[config.mk]
export PLATFORM = sky130hd
export DESIGN_NAME = ring_decode_flat
export DESIGN_NICKNAME = d
export VERILOG_FILES = /design/src/rtl/ring_decode_if.sv /design/src/rtl/ring_decode.sv /design/src/flat_wrapper.sv
export SDC_FILE = /design/constraint.sdc
export NUM_CORES = 1
export LEC_CHECK = 0
export CORE_ASPECT_RATIO = 0.8
export CORE_MARGIN = 2
export CORE_UTILIZATION = 45
export CTS_CLUSTER_SIZE = 16
export DETAILED_ROUTE_END_ITERATION = 6
export GPL_ROUTABILITY_DRIVEN = 0
export GPL_TIMING_DRIVEN = 0
export PLACE_DENSITY_LB_ADDON = 0.05
export SYNTH_ARGS = -nofsm -noshare
export SYNTH_HDL_FRONTEND = slang
export SYNTH_SLANG_ARGS = --single-unit
[constraint.sdc]
create_clock -name clk -period 2 [get_ports clk]
set_input_delay 0.2 -clock clk [delete_from_list [all_inputs] [get_ports clk]]
set_output_delay 0.2 -clock clk [all_outputs]
set_load 0.05 [all_outputs]
[src/rtl/ring_decode_if.sv]
// Bus bundle for ring_decode: the ring word handshake and all decoded status outputs.
// clk and clear are kept as plain ports on the decoder.
interface ring_decode_if;
    logic [4:0] ring_in;
    logic       valid_in;
    logic       resync;
    logic       locked;
    logic       err;
    logic [4:0] ref_pat;
    logic [2:0] ones;
    logic [2:0] step;
    logic       turn;
    logic [3:0] miss_cnt;

    modport master (
        output ring_in, valid_in, resync,
        input  locked, err, ref_pat, ones, step, turn, miss_cnt
    );

    modport slave (
        input  ring_in, valid_in, resync,
        output locked, err, ref_pat, ones, step, turn, miss_cnt
    );
endinterface

[src/rtl/ring_decode.sv]
// Ring-word decoder: locks onto a 5-bit reference pattern and tracks its left rotation.
// Define RING_DECODE_AUTOSYNC_EN to let a valid nonzero word relock straight out of ERROR.
//
// state | meaning
// IDLE  | no reference held, waiting for a valid nonzero word
// LOCK  | reference held, each valid word must be the rotate-left of the previous one
// ERROR | rotation broken, counting further valid words as misses
module ring_decode (
    input logic          clk,
    input logic          clear,
    ring_decode_if.slave bus
);

    typedef enum logic [1:0] {IDLE, LOCK, ERROR} state_t;

    state_t     state;
    logic [4:0] prev;
    logic [4:0] expected;
    logic [2:0] word_ones;
    logic       word_nonzero;
    logic       may_capture;
    logic       do_capture;
    logic [3:0] miss_next;

    function automatic logic [2:0] popcount5(input logic [4:0] w);
        logic [2:0] n;
        n = 3'd0;
        for (int i = 0; i < 5; i++) begin
            n = n + {2'b00, w[i]};
        end
        return n;
    endfunction

    assign expected     = {prev[3:0], prev[4]};
    assign word_ones    = popcount5(bus.ring_in);
    assign word_nonzero = |bus.ring_in;
    assign miss_next    = (bus.miss_cnt == 4'd15) ? 4'd15 : bus.miss_cnt + 4'd1;

`ifdef RING_DECODE_AUTOSYNC_EN
    assign may_capture = bus.resync || (state == IDLE) || (state == ERROR);
`else
    assign may_capture = bus.resync || (state == IDLE);
`endif

    // A capture takes precedence over the plain resync clear on the same edge.
    assign do_capture = bus.valid_in && word_nonzero && may_capture;

    always_ff @(posedge clk) begin
        if (!clear) begin
            state        <= IDLE;
            prev         <= 5'd0;
            bus.locked   <= 1'b0;
            bus.err      <= 1'b0;
            bus.ref_pat  <= 5'd0;
            bus.ones     <= 3'd0;
            bus.step     <= 3'd0;
            bus.turn     <= 1'b0;
            bus.miss_cnt <= 4'd0;
        end else begin
            bus.turn <= 1'b0;
            if (do_capture) begin
                state       <= LOCK;
                prev        <= bus.ring_in;
                bus.ref_pat <= bus.ring_in;
                bus.ones    <= word_ones;
                bus.step    <= 3'd0;
                bus.locked  <= 1'b1;
            end else if (bus.resync) begin
                state       <= IDLE;
                prev        <= 5'd0;
                bus.ref_pat <= 5'd0;
                bus.ones    <= 3'd0;
                bus.step    <= 3'd0;
                bus.locked  <= 1'b0;
            end else if (bus.valid_in) begin
                case (state)
                    LOCK: begin
                        if (bus.ring_in == expected) begin
                            prev <= bus.ring_in;
                            if (bus.step == 3'd4) begin
                                bus.step <= 3'd0;
                                bus.turn <= 1'b1;
                            end else begin
                                bus.step <= bus.step + 3'd1;
                            end
                        end else begin
                            state        <= ERROR;
                            bus.locked   <= 1'b0;
                            bus.err      <= 1'b1;
                            bus.miss_cnt <= miss_next;
                        end
                    end
                    ERROR: begin
                        bus.miss_cnt <= miss_next;
                    end
                    default: begin
                        // IDLE with an all-zero word: nothing to capture.
                    end
                endcase
            end
        end
    end

endmodule

[src/flat_wrapper.sv]
// flat-port wrapper written by rule: the top's interface ports become plain ports
module ring_decode_flat 
  (clk, clear, bus_ring_in, bus_valid_in, bus_resync, bus_locked, bus_err, bus_ref_pat, bus_ones, bus_step, bus_turn, bus_miss_cnt);
  ring_decode_if bus_i ();
  input logic clk;
  input logic clear;
  input wire logic [$bits(bus_i.ring_in)-1:0] bus_ring_in;
  input wire logic [$bits(bus_i.valid_in)-1:0] bus_valid_in;
  input wire logic [$bits(bus_i.resync)-1:0] bus_resync;
  output wire logic [$bits(bus_i.locked)-1:0] bus_locked;
  output wire logic [$bits(bus_i.err)-1:0] bus_err;
  output wire logic [$bits(bus_i.ref_pat)-1:0] bus_ref_pat;
  output wire logic [$bits(bus_i.ones)-1:0] bus_ones;
  output wire logic [$bits(bus_i.step)-1:0] bus_step;
  output wire logic [$bits(bus_i.turn)-1:0] bus_turn;
  output wire logic [$bits(bus_i.miss_cnt)-1:0] bus_miss_cnt;
  assign bus_i.ring_in = bus_ring_in;
  assign bus_i.valid_in = bus_valid_in;
  assign bus_i.resync = bus_resync;
  assign bus_locked = bus_i.locked;
  assign bus_err = bus_i.err;
  assign bus_ref_pat = bus_i.ref_pat;
  assign bus_ones = bus_i.ones;
  assign bus_step = bus_i.step;
  assign bus_turn = bus_i.turn;
  assign bus_miss_cnt = bus_i.miss_cnt;
  ring_decode u_core (.clk(clk), .clear(clear), .bus(bus_i));
endmodule
==> flow_summary.toml <==
[min_path]
worstHoldStart = "bus_ring_in[1]"
worstHoldPathCells = 2
min_to = "u_core.prev[1]$_SDFFE_PN0P_"
min_path_type = "input pin to flip-flop"

[yosys]
ys_ff_latch = 24
syn-cell-area_mm2 = 0.001324
ys_types = 45
synth_ff_type = "dfxtp_1"
synth_edf_count = 0
yosysSeqAreaShare_pct = 36.29
async_flop_share_pct = 0
synth_fp_nets = 170
synthCells = 153
synth_area_per_cell_um2 = 8.652
yosysWarnings = 0

[detailed_routing]
viasPerCell = 5.452
drc = 0
wl_per_cell_um = 14.16
vias = 1205
drt_iter0_drc = 54
dr.pass1.iters = 4
drt-total-wl_mm = 3.130
drtAntennaViolNets = 0

[worst_setup_path]
required_ns = 2.20
r2r_slack_ns = 0.18
crit_path_end_kind = "flip-flop"
timing.rr.start = "u_core.prev[4]$_SDFFE_PN0P_"
timing.rr.end = "u_core.bus.step[2]$_SDFFE_PP0P_"
worstPathArrival_ns = 2.15
startpoint_type = "input pin"
reg2regPathDepth = 5
crit_type = "input pin to flip-flop"
critPathMaxFanout = 5

[die]
dieWidth_um = 64.64
die_h_um = 52.51
pin_count = 27
coreArea_mm2 = 0.002786
die-area_mm2 = 0.003394
initial_core_util_pct = 47.51
std_cell_rows = 17

[timing]
period_needed_ns = 1.955
max_slew.worst_pin.slew_ns = 0.4957
timing.final.crit_share_pct = 97.76
rsz0062_at_grt = "false"
finalSetupTns_ns = 0
maxSlewViolCount = 0
setup_viol = 0
final_hold_viol_count = 0
relSlewSlack_pct = 66.85
fmax_mhz = 511.5
skew_ns = 0.01339

[status]
status = "finished, final reports clean"

[power]
power_leakage_nw = 0.6912
power.switching_mw = 0.3339
internal_power_mw = 0.8591
pwr-share-comb_pct = 20.5
power_density_mw_per_mm2 = 702.1
peakVddDrop_v = 0.0004910
switching_share_pct = 27.99
clockPowerShare_pct = 36.5
seqPwrFrac_pct = 43.0

[clocking]
cts_tree = "done"
root_buffer = "clkbuf_8"
cts_sinks = 24
numCtsBuffers = 3
htree_num_levels = 1
clk_path_buf_depth = 2
cts_setup_buffers = 0
clk-insertion-delay-late_ns = 0.27
ctsHoldBuffers = 0
path_clk_slew_ns = 0.10

[global_routing]
grt_pass1_wl_mm = 5.375
grt_pass1_vias = 1150
grt_max_degree = 15
track_usage_pct = 20.71
grt_remaining_overflow = 0
antenna_found_initial = 0

[layout]
area_growth_pct = 28.36
nNetsFinal = 201
insertedDiodeCount = 0
drive_above_1_share_pct = 9.836
fin_area_mm2 = 0.001699

[placed_design]
numPortBuffers = 26
dpl_cell_area_mm2 = 0.001632
dp_hpwl_mm = 2.364

[run]
cap_viol_max_count = 0
==> state kept, by name, summed over array words and instances (netlist names) <==
| signal | cells |
|---|---|
| u_core.bus.step | 3 |
| u_core.bus.miss_cnt | 4 |
| u_core.state | 2 |
| u_core.prev | 5 |
| u_core.bus.err | 1 |
| u_core.bus.turn | 1 |
| u_core.bus.ones | 3 |
| u_core.bus.ref_pat | 5 |
==> power by group through the flow <==
stage	clock, mW	sequential (mW)	combinational (mW)
floorplan	0	0.576	0.105
global placement	0	0.523	0.236
detailed placement	0	0.524	0.243
CTS	0.437	0.513	0.242
global route	0.456	0.516	0.269
finish	0.435	0.513	0.245
==> cell families after synthesis <==
logic type | count (synthesis) | share of synthesized area (%)
AO/OA/AOI/OAI | 35 | 18.43
XOR/XNOR | 5 | 3.308
adder cells (fa/ha/maj) | 8 | 8.696
buffers and inverters | 18 | 6.332
flip-flops | 24 | 36.29
multiplexers | 2 | 1.512
AND/OR/NAND/NOR | 61 | 25.43
==> critical path: stages <==
cell and delay, ns:
clkdlybuf4s50_1 0.53, or4b_4 0.60, and3_4 0.21, nor2_1 0.23
nand2_2 0.16, o211ai_1 0.22
==> repair_timing <==
action	4_1_cts	5_1_grt
resized for setup	7	5
setup endpoints to repair	10	11
pin swaps	0	0
==> cell usage in the layout (no fill, tap or decap), types with 3 or more instances in the layout <==
cell             netlist  final
a211oi_1               3      3
a21oi_1                3      3
clkbuf_8               0      3
clkdlybuf4s50_1        0     22
dfxtp_1               24     24
ha_1                   6      6
inv_1                 12     12
nand2_1               24     23
nand3_1                5      5
nor2_1                 8      8
nor2b_1                5      5
o21ai_0                9      8
o22ai_1                3      3
xor2_1                 5      5
==> worst max path at each step <==
stage                    from                              end  slack, ns
6_report       bus_ring_in[3]      u_core.prev[3]$_SDFFE_PN0P_       0.04
4_1_cts        bus_ring_in[1]  u_core.bus.ones[1]$_SDFFE_PN0P_       0.01
3_3_place_gp   bus_ring_in[0]  u_core.bus.ones[1]$_SDFFE_PN0P_      -0.52
5_1_grt        bus_ring_in[3]      u_core.prev[3]$_SDFFE_PN0P_      0.006
2_1_floorplan  bus_ring_in[1]  u_core.bus.ones[1]$_SDFFE_PN0P_       0.16
3_5_place_dp   bus_ring_in[0]  u_core.bus.ones[1]$_SDFFE_PN0P_      -0.60
==> layer usage <==
layer  share of wire [%]  routed length [um]  up-vias  GRT usage [%]
li1                    -                   -      601              -
met1                  49                1533      583          27.55
met2                  47                1471       19          34.38
met3                 3.5                 108        2          5.161
met4                0.54                  17        0          4.255
met5                   0                   0        -              0
==> stage by stage <==
step | worst slack, ns | hold WS [ns] | util, % | power, mW | std cells
final | 0.04484 | 0.2008 | 60.98 | 1.193 | 221
after global routing | 0.006075 | 0.2210 | 60.98 | 1.241 | 221
after CTS | 0.01183 | 0.3254 | 61.07 | 1.192 | 221
after detailed placement | -0.5961 | 0.4375 | 58.55 | 0.7676 | 217
after global placement | -0.5182 | 0.4332 | 58.55 | 0.7591 | 217
after floorplan | 0.1639 | 0.3169 | - | 0.6810 | 153
==> area by class of cell <==
cell class / count / area (um^2)
Buffer: 6 / 38.79
Clock buffer: 3 / 41.29
Clock inverter: 1 / 30.03
Fill cell: 266 / 1087
Inverter: 12 / 45.04
Multi-Input combinational cell: 111 / 768.2
Sequential cell: 24 / 480.5
Tap cell: 38 / 47.55
Timing Repair Buffer: 26 / 247.7
==> synthesized netlist by cell type (all sizes together) (4+ instances only) <==
master  instances  area, um^2
nor2            8       30.03
inv            12       45.04
xor2            5       43.79
buf             4       31.27
nor3            4       30.03
ha              6       75.07
nand2          24       90.09
dfxtp          24       480.5
nand3           5       25.02
nor2b           5       31.28
o21ai           9       45.04
Note: power is estimated with default switching activity, not from simulation.
